<file path="src/rtl/axis_fp16_pattern_src_128.sv">
// ---------------------------------------------------------------------------
// axis_fp16_pattern_src_128
//
// AXI4-Stream master that emits one frame of 128-bit beats per software
// start. Each beat holds eight FP16 lanes (lane k = m_tdata[16k +: 16]).
// Three payload generators are available:
//   CONST : every lane carries the fill value
//   COUNT : lane k of beat b carries {b[12:0], k[2:0]}
//   LFSR  : per-lane 16-bit Galois LFSR (taps 16'hB400). The seed is
//           fill ^ {4{1'b0,k}}. A zero seed becomes DFLT_SEED.
// Mode 3 is reserved and behaves like CONST.
//
// Ports
//   aclk, aresetn        clock, asynchronous active-low reset
//   start                1-cycle request, only honoured while idle
//   num_beats            frame length, latched on an accepted start
//   mode, fill           generator select and fill/seed base, latched on start
//   abort                level; marks the next not-yet-presented beat as last
//   m_tdata/m_tvalid/
//   m_tready/m_tlast     AXI4-Stream master channel
//   busy                 high while a frame is in progress
//   done                 1-cycle pulse after the final handshake, or after
//                        a start with num_beats == 0
//   beat_count           beats handshaked in the current/last frame
// ---------------------------------------------------------------------------
module axis_fp16_pattern_src_128 #(
  parameter int          LEN_W     = 16,
  parameter logic [15:0] DFLT_SEED = 16'hACE1
) (
  input  logic             aclk,
  input  logic             aresetn,
  input  logic             start,
  input  logic [LEN_W-1:0] num_beats,
  input  logic [1:0]       mode,
  input  logic [15:0]      fill,
  input  logic             abort,
  output logic [127:0]     m_tdata,
  output logic             m_tvalid,
  input  logic             m_tready,
  output logic             m_tlast,
  output logic             busy,
  output logic             done,
  output logic [LEN_W-1:0] beat_count
);

  localparam logic [1:0]       MODE_COUNT = 2'd1;
  localparam logic [1:0]       MODE_LFSR  = 2'd2;
  localparam logic [15:0]      LFSR_TAPS  = 16'hB400;
  localparam logic [LEN_W-1:0] ONE        = LEN_W'(1);

  typedef enum logic {
    S_IDLE,
    S_RUN
  } state_t;

  state_t state;
  state_t state_next;

  // Frame configuration captured on an accepted start
  logic [LEN_W-1:0] cfg_num;
  logic [1:0]       cfg_mode;
  logic [15:0]      cfg_fill;

  // Index of the beat currently presented on m_tdata
  logic [LEN_W-1:0] beat_idx;

  // Abort seen during this frame; applies to the next beat presented
  logic             abort_req;

  // LFSR lane values for the beat currently presented
  logic [127:0]     lfsr_lanes;

  // Control strobes from the FSM
  logic             handshake;
  logic             load_frame;
  logic             load_empty;
  logic             advance;
  logic             finish;

  // Datapath values computed ahead of the register update
  logic [127:0]     seeds_in;
  logic [127:0]     first_beat;
  logic [127:0]     lanes_stepped;
  logic [LEN_W-1:0] idx_next;
  logic [127:0]     next_beat;
  logic             next_last;

  // One step of the right-shifting Galois LFSR
  function automatic logic [15:0] lfsr_step(input logic [15:0] s);
    logic [15:0] r;
    r = s >> 1;
    if (s[0]) begin
      r = r ^ LFSR_TAPS;
    end
    return r;
  endfunction

  // Per-lane seeds for a given fill; an all-zero seed would lock the LFSR
  function automatic logic [127:0] lane_seeds(input logic [15:0] base);
    logic [127:0] r;
    logic [15:0]  s;
    r = '0;
    for (int k = 0; k < 8; k++) begin
      s = base ^ {4{1'b0, 3'(k)}};
      if (s == 16'h0000) begin
        s = DFLT_SEED;
      end
      r[16*k +: 16] = s;
    end
    return r;
  endfunction

  // Assemble a full beat from the generator mode, beat index and LFSR lanes
  function automatic logic [127:0] make_beat(
    input logic [1:0]   md,
    input logic [15:0]  fl,
    input logic [12:0]  b,
    input logic [127:0] lanes
  );
    logic [127:0] r;
    r = '0;
    for (int k = 0; k < 8; k++) begin
      case (md)
        MODE_COUNT: r[16*k +: 16] = {b, 3'(k)};
        MODE_LFSR:  r[16*k +: 16] = lanes[16*k +: 16];
        default:    r[16*k +: 16] = fl;
      endcase
    end
    return r;
  endfunction

  assign m_tvalid  = (state == S_RUN);
  assign busy      = (state == S_RUN);
  assign handshake = m_tvalid & m_tready;

  // Next-state logic and control strobes. A zero-length start never
  // leaves IDLE; a handshake on the last beat returns to IDLE.
  always_comb begin
    state_next = state;
    load_frame = 1'b0;
    load_empty = 1'b0;
    advance    = 1'b0;
    finish     = 1'b0;
    case (state)
      S_IDLE: begin
        if (start) begin
          if (num_beats == '0) begin
            load_empty = 1'b1;
          end else begin
            load_frame = 1'b1;
            state_next = S_RUN;
          end
        end
      end
      S_RUN: begin
        if (handshake) begin
          if (m_tlast) begin
            finish     = 1'b1;
            state_next = S_IDLE;
          end else begin
            advance    = 1'b1;
          end
        end
      end
      default: state_next = S_IDLE;
    endcase
  end

  // Beat generation: the first beat comes straight from the start inputs,
  // and later beats come from the latched configuration. An abort seen in
  // the current cycle, or earlier in the frame, marks the upcoming beat as
  // last. The beat already on the bus is never changed.
  always_comb begin
    lanes_stepped = '0;
    for (int k = 0; k < 8; k++) begin
      lanes_stepped[16*k +: 16] = lfsr_step(lfsr_lanes[16*k +: 16]);
    end
    seeds_in   = lane_seeds(fill);
    first_beat = make_beat(mode, fill, 13'd0, seeds_in);
    idx_next   = beat_idx + ONE;
    next_beat  = make_beat(cfg_mode, cfg_fill, 13'(idx_next), lanes_stepped);
    next_last  = (idx_next == (cfg_num - ONE)) | abort_req | abort;
  end

  // State register
  always_ff @(posedge aclk or negedge aresetn) begin
    if (!aresetn) begin
      state <= S_IDLE;
    end else begin
      state <= state_next;
    end
  end

  // Datapath and status registers. Later assignments deliberately
  // override earlier ones, so "finish" clears the pending abort.
  always_ff @(posedge aclk or negedge aresetn) begin
    if (!aresetn) begin
      cfg_num    <= '0;
      cfg_mode   <= '0;
      cfg_fill   <= '0;
      beat_idx   <= '0;
      beat_count <= '0;
      abort_req  <= 1'b0;
      lfsr_lanes <= '0;
      m_tdata    <= '0;
      m_tlast    <= 1'b0;
      done       <= 1'b0;
    end else begin
      done <= load_empty | finish;

      if (load_frame | load_empty) begin
        cfg_num    <= num_beats;
        cfg_mode   <= mode;
        cfg_fill   <= fill;
        beat_idx   <= '0;
        beat_count <= '0;
        abort_req  <= 1'b0;
      end

      if (load_frame) begin
        lfsr_lanes <= seeds_in;
        m_tdata    <= first_beat;
        m_tlast    <= (num_beats == ONE);
      end

      if ((state == S_RUN) && abort) begin
        abort_req <= 1'b1;
      end

      // Count never exceeds cfg_num, so it cannot wrap even at all-ones
      if (handshake) begin
        beat_count <= beat_count + ONE;
      end

      if (advance) begin
        beat_idx   <= idx_next;
        lfsr_lanes <= lanes_stepped;
        m_tdata    <= next_beat;
        m_tlast    <= next_last;
      end

      if (finish) begin
        m_tdata   <= '0;
        m_tlast   <= 1'b0;
        abort_req <= 1'b0;
      end
    end
  end

endmodule
</file>
<file path="config.mk">
export PLATFORM = sky130hd
export DESIGN_NAME = axis_fp16_pattern_src_128
export DESIGN_NICKNAME = d
export VERILOG_FILES = /design/src/rtl/axis_fp16_pattern_src_128.sv
export SDC_FILE = /design/constraint.sdc
export NUM_CORES = 1
export LEC_CHECK = 0
export ABC_AREA = 1
export CAP_MARGIN = 20
export CORE_MARGIN = 10
export CORE_UTILIZATION = 45
export DETAILED_ROUTE_END_ITERATION = 8
export GPL_TIMING_DRIVEN = 0
export PLACE_DENSITY = 0.72
export SETUP_SLACK_MARGIN = 0.2
export SLEW_MARGIN = 0
export SYNTH_ARGS = -nofsm -noshare
export SYNTH_HDL_FRONTEND = slang
export SYNTH_SLANG_ARGS = --single-unit
</file>
<file path="constraint.sdc">
create_clock -name aclk -period 2.1 [get_ports aclk]
set_input_delay 0.42 -clock aclk [delete_from_list [all_inputs] [get_ports aclk]]
set_output_delay 0.42 -clock aclk [all_outputs]
set_load 0.01 [all_outputs]
</file>
==> summary.md, run 1 <==
| Metric | Value |
|---|---|
| Status | complete, no violations |
| Die width | ~220 um |
| Slowest CP cell | dfrtp_1 |
| Boundary Pins | about 190 |
| Post-Layout Cell Count | about 3,200 |
| Top-area cell type share of the netlist area | 0.4648 |
| Crit end category | flip-flop |
| Vias | approximately 20,000 |
| RSZ-0062 raised after global routing | yes |
| Worst R2R End | m_tdata[68] |
| Drt drc | 0 |
| WL final | a little over 90,000 um |
| Post-Syn Instances | 2,294 |
| Reg2reg start | cfg_mode[1] |
| Actual slew at the worst max-slew pin | about 0.85 ns |
| Die Y | around 220 um |
| Fin. Hold Viols | 0 |
| Max-Cap Viols | 0 |
| Placed instance count | roughly 3,000 |
| First-pass GRT wire length | approximately 130,000 um |
| H-tree depth | 2 |
| Critical Path Source Type | flip-flop |
| Initial core utilization | 0.4542 |
| WHS Endpoint | cfg_num[10] |
| Data arrival, critical path | around 2.5 ns |
| Biggest cell delay along the critical path | between 0.4 and 0.5 ns |
| Core area | just under 0.04 sq mm |
| Port Buffer Count | 186 |
| Max FO, Critical Path | 8 |
| Pre-Repair DR Iteration Count | 6 |
| Total CTS buffers | 38 |
| Seq/Total Area, Yosys | 0.4648 |
| Largest net degree at the start of global routing | around 120 |
| CTS Sinks | between 300 and 400 |
| Share of cells above drive strength 1 | 0.2370 |
| Mapped Area | between 0.015 and 0.02 sq mm |
| Vias per cell | between 6 and 7 |
| Fin crit period | around 2 ns |
| Clock buffer depth | 3 |
| FF-to-FF path depth | 10 |
| GPL Wtd Cong | 1.051 |
| CP startpoint | cfg_mode[1] |
| Achievable frequency | between 0.4 and 0.5 GHz |
| Syn nets | between 2,000 and 2,500 |
| Number of synthesized flops with an enable pin | 0 |
| PnR Total Power | around 46 mW |
| Number of routed nets with antenna violations | 0 |
| Post-DP HPWL | about 64,000 um |
| Yosys top cell by area | dfrtp_1 |
| CTS tree | yes |
| Req. time, crit path | about 2.6 ns |
| Hold depth | 3 |
| Max-slew violations | 0 |
| CTS root buf | clkbuf_16 |
| Post-layout util | 0.6359 |
| Worst vdd ir | just under 1 mV |
| Top cells by area, synth | dfrtp_1 (46%), nand2_1 (13%), o21ai_0 (8.0%) |
| Die ar. | 0.04730 sq mm |
| Yosys reg bits | around 330 |
| Post-synth ARST share | 1.000 |
| Most common cell after layout, fill and taps aside | nand2_1 |
| Layout Area Growth over Synthesis | 40.02% |
| DP Worst Slack | -1.501 ns |
| Crit path kind | flip-flop to flip-flop |
| Hold path start | num_beats[10] |
| PD cells | ~1900 mW/mm^2 |
| Fill cells | between 3,000 and 4,000 |
| Lkg Pwr | between 10 and 15 nW |
| Cell Rows | between 70 and 80 |
| Worst-skew pair later-pin latency | just under 0.6 ns |
| Final Cycle Share | 0.9796 |
| Most frequent cells in the layout | nand2_1 (561), dfrtp_1 (316), o21ai_0 (200), inv_1 (170), dlygate4sd2_1 (125) |
| Count of cell types in the netlist | 52 |
| Final Setup Violations | 0 |
| Vias in the first global route | between 15,000 and 20,000 |
| Worst setup margin | 0.04276 ns |
| Initial antenna violation count | 4 |
| GRT Util Overall | 0.3665 |
| Worst rel slew slack | 0.4305 |
| Most frequent CP cell | buf_12 |
| Average size of a mapped cell | 7.651 sq um |
| Wire length per cell | between 20 and 30 um |
| Total gr overflow | 0 |
| Worst hold path type | input port to flip-flop |
| Initial drt markers | about 2,700 |
| Synthesis Warnings | 0 |
| R2R Setup Slk | 0.04 ns |
| Synth Flop Type | dfrtp_1 |
| Worst-path clk slew | 0.06 ns |
| Ordered cell list for the critical path | ha_4 > inv_8 > buf_12 > buf_12 > buf_12 > o21ai_4 > buf_6 > o21ai_2 > nand3_1 > nand2_1 |
| Final net count | between 2,000 and 3,000 |
| Final Skew | around 0.018 ns |
[sequential cells by signal, indices dropped and copies added, names as in the netlist]
name and flops:
lfsr_lanes 128, m_tdata 128, beat_count 16, beat_idx 16, cfg_fill 16, cfg_num 16, cfg_mode 2, abort_req 1
busy 1, done 1, m_tlast 1
[how the worst max path moves through the flow]
stage	endpoint	cells after the start	slack [ns]
finish	m_tdata[68]	10	0.04
global route	m_tlast	14	-0.03
CTS	m_tdata[59]	6	0.04
detailed placement	m_tdata[109]	10	-1.50
global placement	m_tdata[108]	1	-14.00
floorplan	m_tdata[55]	11	0.27
[cell type report]
cell class | count | area [sq um] | share of cell area
inverter | 220 | 922.1 | 0.03752
clock buffer | 51 | 1090 | 0.04434
antenna | 2 | 5.005 | 0.0002036
timing repair buffer | 284 | 2858 | 0.1163
tap | 518 | 648.1 | 0.02637
clock inverter | 18 | 250.2 | 0.01018
multi-input combinational | 1618 | 9346 | 0.3803
sequential | 326 | 8170 | 0.3325
timing repair inverter | 1 | 5.005 | 0.0002036
buffer | 128 | 1281 | 0.05213
[stage by stage]
step / TNS, ns / cell area, sq um / hold slack [ns]
after global placement: -4779.04 / 20060 / 0.4618
after floorplan: 0 / 17550 / 0.1244
after detailed placement: -228.78 / 20140 / 0.4669
after global routing: -0.02875 / 24570 / 0.1823
final: 0 / 24580 / 0.1372
after CTS: 0 / 22800 / 0.3862
[cells in the mapped netlist (11+ instances only)]
library cell,count
nand2_1,618
dfrtp_1,326
o21ai_0,280
inv_1,204
nor2_1,157
a21oi_1,147
nand3_1,90
clkbuf_1,56
buf_2,52
o211ai_1,39
o221ai_1,34
o22ai_1,34
o21ai_1,33
nand4_1,28
a31oi_1,18
o31ai_1,17
xor2_1,17
inv_2,16
xnor2_1,11
[power breakdown]
part	internal [mW]	switching [mW]
Combinational	10.0	17.3
Clock	4.30	2.96
Sequential	9.12	2.19
[logic make-up (layout without fill, tap and decap cells)]
| family | count (synthesis) | after routing | share of synthesized area |
|---|---|---|---|
| AND/OR/NAND/NOR | 937 | 937 | 0.2186 |
| AO/OA/AOI/OAI | 644 | 644 | 0.2154 |
| buffers and inverters | 350 | 702 | 0.08112 |
| flip-flops | 326 | 326 | 0.4648 |
| XOR/XNOR | 28 | 28 | 0.01397 |
| adder cells (fa/ha/maj) | 7 | 7 | 0.004990 |
| multiplexers | 2 | 2 | 0.001141 |
| other | 0 | 2 | 0 |
[routing by layer]
| layer | vias up | wire (um) | global-route usage |
|---|---|---|---|
| li1 | 8369 | - | - |
| met4 | 2 | 5391 | 0.1645 |
| met5 | - | 11 | 0 |
| met3 | 316 | 11660 | 0.1076 |
| met1 | 9581 | 34650 | 0.4803 |
| met2 | 1444 | 38990 | 0.5510 |
[worst max-delay path, delay by kind of cell, from the launching register on]
family / cells / cell delay (ns)
buf+inv: 5 / 0.63
flops: 1 / 0.42
simple gates: 2 / 0.15
compound gates: 2 / 0.38
fa+ha+maj: 1 / 0.35
[timing repair]
item / CTS / global route
buffers inserted: 44 / 43
setup endpoints to repair: 419 / 283
hold buffers: 1 / 0
pin swaps: 34 / 154
resized for setup: 472 / 467
endpoints found under the hold margin: 102 / 0
cloned: 5 / 3
No activity file was read; power rests on OpenSTA's default activity.
==> run 2, diff against run 1 <==
CORE_ASPECT_RATIO = 1.75   (was default)
CORE_MARGIN = default   (was 10)
DONT_BUFFER_PORTS = 1   (was default)
PLACE_DENSITY = 0.66   (was 0.72)
==> run 2 against run 1 <==
Net effect:
- die area down 16%
- sequential cell count unchanged
- utilization down 6.9 points
- the flow now finishes with violations (negative hold slack)
- critical path depth up 2
- clock power down 11%
- highest routed layer is now met4
==> summary.md, run 2 (synthesis results as in run 1) <==
| Metric | Value |
|---|---|
| Worst hold path type | input port to async pin |
| Initial antenna violation count | 1 |
| Port Buffer Count | 0 |
| Reg2reg start | beat_idx[1] |
| Share of cells above drive strength 1 | 0.2045 |
| Failing checks | negative hold slack |
| Achievable frequency | 0.4831 GHz |
| H-tree depth | 2 |
| Boundary Pins | around 190 |
| Final Skew | between 0.02 and 0.025 ns |
| Total CTS buffers | 34 |
| Max-slew violations | 0 |
| Post-DP HPWL | roughly 65,000 um |
| Most frequent cells in the layout | nand2_1 (578), dfrtp_1 (316), o21ai_0 (224), inv_1 (187) |
| Placed Instance Area | ~0.018 sq mm |
| Crit path kind | flip-flop to flip-flop |
| Most frequent CP cell | nand2_4 |
| Top flop regs | lfsr_lanes x128, m_tdata x128 |
| Cell Rows | 95 |
| Worst-skew pair later-pin latency | 0.54 ns |
| Data arrival, critical path | 2.49 ns |
| Ordered cell list for the critical path | ha_4 > nand2_4 > nor2_4 > nand4_1 > nand2_4 > inv_4 > nand2_4 > nand2_8 > a21oi_2 > o21ai_1 > nand2_2 > nand2_1 |
| Final net count | 2,452 |
| Slowest CP cell | dfrtp_2 |
| CTS tree | yes |
| Worst-path clk slew | roughly 0.07 ns |
| Die width | between 150 and 200 um |
| Initial core utilization | 0.4572 |
| Final hold slack | -0.4165 ns |
| Fin crit period | around 2.1 ns |
| Layout Area Growth over Synthesis | 23.92% |
| Die Y | ~260 um |
| GPL Wtd Cong | approximately 1.0 |
| Critical Path Source Type | flip-flop |
| Buf/Inv on CP | 1 |
| CTS root buf | clkbuf_16 |
| Placed instance count | around 2,800 |
| Core area | roughly 0.038 sq mm |
| Vias | roughly 19,000 |
| Fin. Hold Viols | 326 |
| Worst rel slew slack | 0.3574 |
| First-pass GRT wire length | ~130,000 um |
| Req. time, crit path | approximately 2.5 ns |
| Die ar. | 0.03983 sq mm |
| Initial drt markers | approximately 2,000 |
| WL final | approximately 90,000 um |
| Total gr overflow | 0 |
| Wire length per cell | about 31 um |
| Post-layout util | 0.5665 |
| Vias per cell | between 6 and 7 |
| Most common cell after layout, fill and taps aside | nand2_1 |
| Largest net degree at the start of global routing | about 330 |
| Biggest cell delay along the critical path | ~0.44 ns |
| Clock buffer depth | 3 |
| Drt drc | 0 |
| Number of routed nets with antenna violations | 0 |
| Post-Layout Cell Count | 2,919 |
| Vias in the first global route | around 18,000 |
| PD cells | 1917 mW/mm^2 |
| Pre-Repair DR Iteration Count | 7 |
| Max-Cap Viols | 0 |
| Crit end category | flip-flop |
| RSZ-0062 raised after global routing | yes |
| CP top delay family | simple AND/OR/NAND/NOR gates |
| Final Cycle Share | 0.9856 |
| Status | finished, violations left |
| Final Setup Violations | 0 |
| Worst vdd ir | between 0.8 and 0.9 mV |
| Lkg Pwr | 10.02 nW |
| Max FO, Critical Path | 7 |
| Actual slew at the worst max-slew pin | 0.9639 ns |
| GRT Util Overall | 0.4548 |
| Fin area | between 0.02 and 0.025 sq mm |
| CP startpoint | beat_idx[1] |
| CTS Sinks | between 300 and 400 |
run 2: changes by cell type in the layout (fill, tap and decap cells not counted), moves of 10 or more:
cell	previous run	this run
nor2_1	111	123
a21oi_1	106	123
buf_6	46	36
inv_4	15	5
o21ai_0	200	224
o21ai_1	72	62
dlymetal6s2s_1	21	0
nand2_1	561	578
nand2_2	41	31
inv_1	170	187
o21ai_2	38	25
dlygate4sd2_1	125	0
clkdlybuf4s50_1	31	0
a21oi_2	34	19
run 2: final timing paths:
kind / endpoint / slack (ns) / depth (start not counted)
setup reg to reg: m_tdata[13] / 0.03 / 12
hold / removal: beat_count[13] / -0.42 / 0
max in group asynchronous: m_tdata[47] / 1.71 / 0
setup / recovery: m_tdata[13] / 0.03 / 12
min in group aclk: cfg_num[3] / 0.02 / 2
hold reg to reg: cfg_fill[9] / 0.49 / 2
run 2: where the power goes:
part	switching, mW	internal, mW
combinational	15.0	8.00
clock	2.75	3.71
sequential	3.14	9.13
total	20.9	20.8
run 2: layout make-up:
cell class | count | area (sq um)
diodes | 4 | 10.01
multi-input cells | 1618 | 8964
repair buffers | 77 | 860.8
fillers | 3575 | 16640
clock inverters | 15 | 182.7
plain buffers | 129 | 1124
clock buffers | 45 | 953.4
inverters | 220 | 878.3
flip-flops and latches | 326 | 8170
well taps | 485 | 606.8
run 2: timing repair:
| action | 4_1_cts | 5_1_grt |
|---|---|---|
| endpoints found under the setup margin | 290 | 219 |
| pin swaps | 46 | 61 |
| cloned | 3 | 1 |
| resized for setup | 369 | 176 |
| hold endpoints to repair | 326 | 326 |
| setup buffers | 43 | 29 |
run 2: metal layers:
metal	GRT usage	share of wire	wire (um)	vias up
met4	0.3857	0.10	9247	0
met3	0.09757	0.090	8153	443
li1	-	-	-	7932
met1	0.5038	0.34	30470	9092
met5	0.006410	0	0	-
met2	0.7305	0.47	42280	1210
run 2: stage by stage:
stage / setup TNS [ns] / power [mW] / hold WS [ns] / worst slack (ns)
2_1_floorplan: 0 / 22.17 / 0.1244 / 0.2741
3_3_place_gp: -117.48 / 29.45 / 0.1302 / -1.316
3_5_place_dp: -118.64 / 29.64 / 0.1308 / -1.313
4_1_cts: 0 / 39.23 / -0.4343 / 0.09372
5_1_grt: -0.1354 / 43.25 / -0.4335 / -0.05615
6_report: 0 / 41.70 / -0.4165 / 0.03014
